$ cat src/rtl/tx_skp_scheduler.sv
// tx_skp_scheduler: merges MAC symbols with periodic COM+SKP ordered sets, never splitting a packet
module tx_skp_scheduler #(
   parameter int SKP_INTERVAL = 1180,
   parameter int SKP_COUNT    = 3
) (
   input  logic       clk,
   input  logic       reset,
   input  logic [7:0] in_data,
   input  logic       in_k,
   input  logic       in_valid,
   input  logic       in_last,
   output logic       in_ready,
   output logic [7:0] out_data,
   output logic       out_k,
   output logic       skp_pending,
   output logic       skp_sent,
   output logic       tx_underrun
);
   localparam int CW = $clog2(SKP_INTERVAL + 1);
   localparam logic [CW-1:0] CMAX = CW'(SKP_INTERVAL - 1);
   localparam logic [2:0] IMAX = 3'(SKP_COUNT - 1);
   typedef enum logic [1:0] {PASS, IN_PKT, SKP_SYM} state_t;
   state_t r_state, w_next;
   logic [CW-1:0] r_cnt;
   logic [2:0] r_idx;
   logic [7:0] r_data, w_data;
   logic r_k, w_k, r_sent, w_sent, r_unf, w_unf;
   logic w_pend, w_com, w_xfer;
   assign w_pend      = (r_cnt == CMAX) && (r_state != SKP_SYM);
   assign in_ready    = !reset && (r_state == IN_PKT || (r_state == PASS && !w_pend));
   assign w_xfer      = in_valid && in_ready;
   assign w_com       = (r_state == PASS) && w_pend;
   assign out_data    = r_data;
   assign out_k       = r_k;
   assign skp_pending = w_pend;
   assign skp_sent    = r_sent;
   assign tx_underrun = r_unf;
   // state register
   always_ff @(posedge clk) begin
      if (reset) r_state <= PASS;
      else       r_state <= w_next;
   end
   // next state: insertion only starts from PASS, so packets are never split
   always_comb begin
      w_next = r_state;
      case (r_state)
         PASS:    w_next = w_com ? SKP_SYM : (w_xfer && !in_last) ? IN_PKT : PASS;
         IN_PKT:  w_next = (w_xfer && in_last) ? PASS : IN_PKT;
         SKP_SYM: w_next = (r_idx == IMAX) ? PASS : SKP_SYM;
         default: w_next = PASS;
      endcase
   end
   // next output symbol and pulses, registered below for one-cycle latency
   always_comb begin
      w_data = 8'h00;
      w_k    = 1'b0;
      w_sent = 1'b0;
      w_unf  = 1'b0;
      if (r_state == SKP_SYM) begin
         w_data = 8'h1C;
         w_k    = 1'b1;
         w_sent = (r_idx == IMAX);
      end else if (w_com) begin
         w_data = 8'hBC;
         w_k    = 1'b1;
      end else if (w_xfer) begin
         w_data = in_data;
         w_k    = in_k;
      end else begin
         w_unf = (r_state == IN_PKT);
      end
   end
   // output registers, saturating interval counter and SKP index
   always_ff @(posedge clk) begin
      if (reset) begin
         r_data  <= 8'h00;
         r_k     <= 1'b0;
         r_sent  <= 1'b0;
         r_unf   <= 1'b0;
         r_cnt   <= '0;
         r_idx   <= '0;
      end else begin
         r_data  <= w_data;
         r_k     <= w_k;
         r_sent  <= w_sent;
         r_unf   <= w_unf;
         r_cnt   <= w_com ? '0 : (r_cnt == CMAX) ? r_cnt : r_cnt + 1'b1;
         r_idx   <= (r_state == SKP_SYM) ? r_idx + 3'd1 : 3'd0;
      end
   end
endmodule

$ cat config.mk
export PLATFORM = sky130hd
export DESIGN_NAME = tx_skp_scheduler
export DESIGN_NICKNAME = d
export VERILOG_FILES = /design/src/rtl/tx_skp_scheduler.sv
export SDC_FILE = /design/constraint.sdc
export NUM_CORES = 1
export LEC_CHECK = 0
export BUFFER_PORTS_ARGS = -buffer_cell sky130_fd_sc_hd__buf_2
export CAP_MARGIN = 20
export CORE_UTILIZATION = 56
export CTS_CLUSTER_SIZE = 14
export DETAILED_ROUTE_END_ITERATION = 16
export PLACE_DENSITY = 0.81
export SETUP_SLACK_MARGIN = 0.1
export SLEW_MARGIN = 15
export SYNTH_ARGS = -nofsm -noshare
export SYNTH_HDL_FRONTEND = slang
export SYNTH_SLANG_ARGS = --single-unit
$ cat constraint.sdc
create_clock -name clk -period 3.5 [get_ports clk]
set_input_delay 0.525 -clock clk [delete_from_list [all_inputs] [get_ports clk]]
set_output_delay 0.525 -clock clk [all_outputs]
set_load 0.01 [all_outputs]
==> results.rst, run 1 <==
.. list-table::
   :header-rows: 1

   * - Metric
     - Value
   * - Area occupied by multi-input gates
     - 586 um^2
   * - Total count of hold-check failures in the final report
     - 0
   * - Die span in x
     - between 40 and 50 um
   * - Main combinational cell family by area after synthesis
     - simple AND/OR/NAND/NOR gates
   * - Per-cell via count in the routed design
     - about 6
   * - Site Rows
     - 16
   * - Final wirelength
     - 2.38 mm
   * - Total length of routed met2 wires
     - ~1.2 mm
   * - Post-CTS Hold Fix Bufs
     - 0
   * - Part of the Yosys area used for sequential elements
     - around 47%
   * - GRT Resource Usage Total
     - 23.9%
   * - Initial cell density of the core
     - 59.1%
   * - Remaining antenna violation count
     - 0
   * - Combined flip-flop and latch cell area
     - 541 um^2
   * - Relative slew slack
     - 69.0%
   * - Highest metal layer with signal wires
     - met4
   * - Count of nets after finishing
     - 165
   * - Count of max-cap constraint violations
     - 0
   * - Startpoint of the most critical hold path
     - in_last
   * - Final instance area
     - 1330 um^2
   * - Fillers
     - 174
   * - Worst slew pin tran
     - about 460 ps
   * - Postcts setup bufs
     - 0
   * - Setup TNS after final layout
     - 0 ps
   * - Final critical-path required period
     - 2680 ps
   * - Post-layout worst setup margin
     - around 820 ps
   * - Worst-case clock skew
     - 2.16 ps
   * - Number of instances in the synthesized netlist
     - 122
   * - Fraction of synthesized area in multiplexers
     - 0%
   * - Total Die Area
     - 2260 um^2
   * - Wire length of the first global-routing pass
     - between 3 and 4 mm
   * - Power density normalized to cell area
     - around 370 nW/um^2
   * - Setup repair after global routing missed its margin
     - false
   * - H-tree depth reported by CTS
     - 1
   * - CTS sink cnt
     - 27
   * - Most frequent cells in the layout
     - dfxtp_1 (27), buf_2 (25), nand2_1 (13)
   * - Leakage dissipation
     - roughly 0.5 nW
   * - Routed wire length per instance
     - 13.6 um
   * - Clock network latency to the later pin of the worst-skew pair
     - 310 ps
   * - Drt pass-1 iters
     - 4
   * - Fmax achieved
     - around 370 MHz
   * - Area grow syn2layout
     - 14.3%
   * - Largest net degree at the start of global routing
     - 15
   * - Sum of met3 wire segment lengths after detailed routing
     - between 90 and 100 um
   * - Total count of max-transition violations in the final report
     - 0
   * - Violation count after the first detailed-routing iteration
     - 29
   * - Leading cell type in the layout, fill and taps excluded
     - dfxtp_1
   * - Total routed wire length on the met1 layer
     - 1.05 mm
   * - Max Fanout on Critical Path
     - 6
   * - HPWL after detailed placement
     - between 1.5 and 2 mm
   * - Drc violations
     - 0
   * - Antenna violations before repair
     - 0
   * - Share of final-layout standard cells stronger than drive strength 1
     - between 20% and 30%
   * - Crit path required time
     - 2970 ps
   * - Setup crit end kind
     - output port
   * - Worst voltage drop across the vdd grid
     - ~260 uV
   * - Netlist area before placement
     - 1160 um^2
   * - Hold path cells
     - 2
   * - Total nets after synthesis
     - roughly 140
   * - Data arrival time of the worst path
     - around 2200 ps
   * - Clk buf depth
     - 2
   * - ANT cells
     - 0
   * - Terminus of the critical flop-to-flop path
     - out_data[0]$_SDFF_PP0_
   * - Core area
     - 1960 um^2
   * - Worst reg2reg startpoint
     - r_cnt[0]$_SDFFE_PP0P_
   * - Clock tree from TritonCTS
     - done
   * - Total number of yosys warnings
     - 0
   * - Vias in the first global route
     - 945
   * - Instance area after placement
     - around 1300 um^2
   * - Buffers added on ports
     - 25
   * - Global route overflow
     - 0
   * - Post-Syn Area per Cell
     - between 9 and 10 um^2
   * - Number of buffers created by CTS
     - 3
   * - Hold Crit Endpoint
     - r_state[0]$_SDFF_PP0_
   * - Seq cells post-synth
     - 27
   * - Overall via count from detail_route
     - between 1k and 1.5k
   * - Fin crit share
     - about 76%
   * - Reg2reg setup slack
     - between 1500 and 2000 ps
   * - Clock transition at the register clock pins on the worst setup and hold paths after CTS
     - 130 ps
   * - Final setup vio count
     - 0
   * - Global placement routability congestion
     - approximately 0.8
   * - Pre-CTS setup slack
     - ~1200 ps
   * - Die Ht
     - approximately 48 um
   * - Final core utilization
     - 67.6%
   * - CTS Root Cell
     - clkbuf_4
   * - Worst Setup Start Kind
     - register
   * - Synth Area in Simple Gates
     - around a quarter
   * - Share of the synthesized area in compound gates (AO/OA/AOI/OAI)
     - 19.4%
   * - Number of top-level pins
     - 26
   * - Number of gates resized after CTS
     - 0
   * - Hold Crit Class
     - input pin to register
   * - Area share of fa/ha/maj cells after synthesis
     - 3.24%
   * - Type of the worst setup path
     - register to output port
   * - Distinct cells, synth
     - 37
   * - Outcome
     - finished, final reports clean
   * - Reg2reg path depth
     - 4
   * - Area share of xor/xnor cells in the synthesized design
     - ~2.3%
-- cells by family (layout without fill, tap and decap cells) --
group | after synthesis | count (layout)
adders and majority gates | 3 | 3
DFF | 27 | 27
buffers and inverters | 7 | 33
xor gates and xnor gates | 3 | 3
AOI/OAI and AO/OA | 31 | 31
and+or+nand+nor | 51 | 51
-- synth_stat cells --
master / n / area share (%)
a2111oi_1: 1 / 0.86
o41ai_2: 1 / 1.4
buf_6: 1 / 0.97
nand4_1: 4 / 2.2
nand2_1: 13 / 4.2
or4_1: 2 / 1.3
o31a_1: 1 / 0.76
dfxtp_1: 27 / 47
and4bb_2: 2 / 2.2
o31ai_1: 6 / 3.9
nor3b_1: 1 / 0.65
nand3_1: 4 / 1.7
xnor2_1: 1 / 0.76
nand4bb_1: 2 / 1.9
a21oi_2: 2 / 1.5
nor4_1: 1 / 0.54
nor2_1: 7 / 2.3
o21ai_0: 2 / 0.86
ha_1: 3 / 3.2
a311o_1: 1 / 0.86
nor3_1: 5 / 2.2
nand2_2: 1 / 0.54
nand2b_1: 1 / 0.54
a21oi_1: 8 / 3.5
nor2b_1: 2 / 1.1
a41o_1: 1 / 0.86
a2111oi_0: 1 / 0.76
and2b_2: 1 / 0.76
clkbuf_1: 2 / 0.65
a221oi_1: 1 / 0.76
or3_1: 2 / 1.1
xor2_1: 2 / 1.5
inv_1: 4 / 1.3
a31o_2: 1 / 0.76
or4_4: 2 / 1.9
or2_2: 1 / 0.54
a31oi_1: 5 / 2.7
-- metal layers --
metal	up-vias	global-route usage [%]
met1	502	28.9
met3	2	4.53
li1	509	-
met2	37	42.2
met5	-	0
met4	0	8.57
-- final cells by class --
| type | instances | area share (%) |
|---|---|---|
| clock buffers | 4 | 1.98 |
| inverters | 4 | 1.13 |
| multi-input cells | 88 | 44.2 |
| flip-flops and latches | 27 | 40.8 |
| well taps | 27 | 2.55 |
| repair buffers | 25 | 9.43 |
-- state kept, by name, indices dropped and copies added, names as in the netlist --
name and count:
skp_sent 1, r_idx 3, r_state 2, out_k 1, r_cnt 11, out_data 8, tx_underrun 1
-- critical path: stages, from the launching register on --
cell,delay [ps]
dfxtp_1,440
ha_1,280
nand4bb_1,290
o41ai_2,570
inv_1,110
buf_2,160
-- worst max path at each step --
stage / startpoint / to / slack (ps) / depth (start not counted)
finish: r_cnt[0]$_SDFFE_PP0P_ / in_ready / 820 / 5
global route: r_cnt[0]$_SDFFE_PP0P_ / in_ready / 700 / 5
CTS: r_cnt[0]$_SDFFE_PP0P_ / in_ready / 870 / 5
detailed placement: r_cnt[0]$_SDFFE_PP0P_ / in_ready / 1250 / 5
global placement: r_cnt[0]$_SDFFE_PP0P_ / in_ready / 1450 / 5
floorplan: r_cnt[0]$_SDFFE_PP0P_ / skp_pending / 1460 / 3
-- power by group --
part           total [mW]  internal, mW  switching (mW)
clock network       0.128        0.0444          0.0832
logic              0.0405        0.0182          0.0223
registers           0.321         0.316         0.00574
-- metrics by stage --
stage	cells	hold WS (ps)	power, mW
after floorplan	122	432	0.351
after global placement	171	443	0.366
after detailed placement	171	451	0.368
after CTS	175	399	0.492
after global routing	175	393	0.513
final	175	396	0.489
Note: power is estimated with default switching activity, not from simulation.
==> inputs of run 2 (changes only) <==
--- a/config.mk
+++ b/config.mk
@@ -7,10 +7,10 @@
 export LEC_CHECK = 0
 export BUFFER_PORTS_ARGS = -buffer_cell sky130_fd_sc_hd__buf_2
 export CAP_MARGIN = 20
-export CORE_UTILIZATION = 56
+export CORE_UTILIZATION = 52
 export CTS_CLUSTER_SIZE = 14
 export DETAILED_ROUTE_END_ITERATION = 16
-export PLACE_DENSITY = 0.81
+export PLACE_DENSITY = 0.76
 export SETUP_SLACK_MARGIN = 0.1
 export SLEW_MARGIN = 15
 export SYNTH_ARGS = -nofsm -noshare
==> constraint.sdc (replaced) <==
create_clock -name clk -period 2.8 [get_ports clk]
set_input_delay 0.42 -clock clk [delete_from_list [all_inputs] [get_ports clk]]
set_output_delay 0.42 -clock clk [all_outputs]
set_load 0.01 [all_outputs]
==> run 2 against run 1 <==
Critical path depth unchanged. Utilization down 1.9 points. Sequential cell count unchanged. Global-route usage down 3.5 points. Worst hold slack worse by 120 ps. Final area about the same. Count of clock-buffer cells in the layout down 1. Sequential power up 25%. Worst setup slack worse by 510 ps. Clock power up 28%. Register-to-register slack worse by 640 ps. Largest cell class unchanged. Highest routed layer unchanged.
==> results.rst, run 2 (synthesis results as in run 1) <==
.. list-table::
   :header-rows: 1

   * - Metric
     - Value
   * - Outcome
     - finished, final reports clean
   * - Largest net degree at the start of global routing
     - 16
   * - Routed wire length per instance
     - roughly 13 um
   * - Most flop-heavy register
     - r_cnt
   * - Startpoint of the most critical hold path
     - in_last
   * - Site Rows
     - 16
   * - H-tree depth reported by CTS
     - 1
   * - Placed cells
     - between 150 and 200
   * - Post-CTS Hold Fix Bufs
     - 0
   * - Clock network latency to the later pin of the worst-skew pair
     - 320 ps
   * - Global placement routability congestion
     - approximately 0.8
   * - Total count of hold-check failures in the final report
     - 0
   * - Worst voltage drop across the vdd grid
     - 328 uV
   * - Die Ht
     - a little under 50 um
   * - Drc violations
     - 0
   * - Final wirelength
     - roughly 2.3 mm
   * - Worst-case clock skew
     - 3.10 ps
   * - Count of max-cap constraint violations
     - 0
   * - Reg2reg setup slack
     - about 1100 ps
   * - Clock tree from TritonCTS
     - done
   * - Crit path required time
     - between 2000 and 2500 ps
   * - Clk buf depth
     - 2
   * - Worst slew pin tran
     - roughly 440 ps
   * - Vias in the first global route
     - 959
   * - Count of nets after finishing
     - about 170
   * - CTS sink cnt
     - 27
   * - Leading cell type in the layout, fill and taps excluded
     - dfxtp_1
   * - Leakage dissipation
     - about 0.51 nW
   * - Violation count after the first detailed-routing iteration
     - 14
   * - Total Die Area
     - 2420 um^2
   * - Number of top-level pins
     - 26
   * - Wire length of the first global-routing pass
     - approximately 3.9 mm
   * - Antenna violations before repair
     - 0
   * - Drt pass-1 iters
     - 4
   * - Number of buffers created by CTS
     - 3
   * - Area grow syn2layout
     - 14.5%
   * - Total count of max-transition violations in the final report
     - 0
   * - Terminus of the critical flop-to-flop path
     - out_data[0]$_SDFF_PP0_
   * - Power density normalized to cell area
     - 463 nW/um^2
   * - Number of gates resized after CTS
     - 0
   * - Die span in x
     - 49.2 um
   * - Setup crit end kind
     - output port
   * - Data arrival time of the worst path
     - 2060 ps
   * - Max Fanout on Critical Path
     - 6
   * - ANT cells
     - 0
   * - Non-filler cells in the finished layout
     - ~180
   * - Most frequent cells in the layout
     - dfxtp_1 (27), buf_2 (25), nand2_1 (13)
   * - Final setup vio count
     - 0
   * - Worst Setup Start Kind
     - register
   * - Initial cell density of the core
     - 57.4%
   * - Worst reg2reg startpoint
     - r_cnt[0]$_SDFFE_PP0P_
   * - Hold Crit Endpoint
     - r_state[0]$_SDFF_PP0_
   * - Remaining antenna violation count
     - 0
   * - Relative slew slack
     - between 70% and 80%
   * - Buffers added on ports
     - 25
   * - Hold path cells
     - 2
   * - Number of flip-flops under the largest register name
     - 11
   * - Postcts setup bufs
     - 0
   * - Fmax achieved
     - just over 400 MHz
   * - Hold Crit Class
     - input pin to register
   * - GRT Resource Usage Total
     - about 20%
   * - HPWL after detailed placement
     - about 1.7 mm
   * - Global route overflow
     - 0
   * - Setup repair after global routing missed its margin
     - false
   * - Per-cell via count in the routed design
     - 5.82
   * - Reg2reg path depth
     - 4
   * - CTS Root Cell
     - clkbuf_4
   * - Type of the worst setup path
     - register to output port
   * - Setup TNS after final layout
     - 0 ps
   * - Final critical-path required period
     - between 2000 and 2500 ps
   * - Core area
     - around 2000 um^2
   * - Fin crit share
     - between 80% and 90%
   * - Clock transition at the register clock pins on the worst setup and hold paths after CTS
     - between 100 and 150 ps
   * - Overall via count from detail_route
     - approximately 1k
   * - Share of final-layout standard cells stronger than drive strength 1
     - between 20% and 30%
-- run 2: changes by cell type in the layout (fill, tap and decap cells not counted) --
| cell | previous run | this run |
|---|---|---|
| clkbuf_1 | 1 | 0 |
| clkinv_2 | 0 | 1 |
-- run 2: worst max path at each step --
stage	from	endpoint	slack [ps]	cells past startpoint
2_1_floorplan	r_cnt[0]$_SDFFE_PP0P_	skp_pending	860	3
3_3_place_gp	r_cnt[0]$_SDFFE_PP0P_	in_ready	830	5
3_5_place_dp	r_cnt[0]$_SDFFE_PP0P_	in_ready	710	5
4_1_cts	r_cnt[0]$_SDFFE_PP0P_	in_ready	340	5
5_1_grt	r_cnt[0]$_SDFFE_PP0P_	in_ready	170	5
6_report	r_cnt[0]$_SDFFE_PP0P_	in_ready	320	5
-- run 2: cell type report --
class / count / area [um^2]
Fill cell: 194 / 694
Multi-Input combinational cell: 88 / 586
Sequential cell: 27 / 541
Timing Repair Buffer: 25 / 125
Tap cell: 27 / 33.8
Clock buffer: 3 / 22.5
Inverter: 4 / 15.0
Clock inverter: 1 / 5.00
-- run 2: per-layer routing --
metal / GRT usage (%) / vias up / share of wire (%)
met1: 24.3 / 477 / 46
li1: - / 515 / -
met3: 3.12 / 4 / 3.9
met2: 35.4 / 23 / 49
met4: 9.80 / 0 / 1.4
met5: 0 / - / 0
-- run 2: through the flow --
stage                     cell area, um^2  setup slack (ps)  power [mW]  utilization, %  hold WS, ps
final                                1330               320       0.614            65.7          272
after global routing                 1330               173       0.641            65.7          274
after CTS                            1330               337       0.623            65.7          264
after detailed placement             1300               715       0.459            64.3          457
after global placement               1300               831       0.458            64.3          440
after floorplan                      1160               860       0.438               -          432
-- run 2: report_power, final --
group          total, mW  internal (mW)  switching [mW]
Combinational     0.0489         0.0226          0.0262
Sequential         0.402          0.394         0.00703
Clock              0.164         0.0536           0.110
-- run 2: worst max-delay path, cell delays in order, from the launching register on --
cell and delay, ps:
dfxtp_1 430, ha_1 270, nand4bb_1 280, o41ai_2 550, inv_1 70, buf_2 150
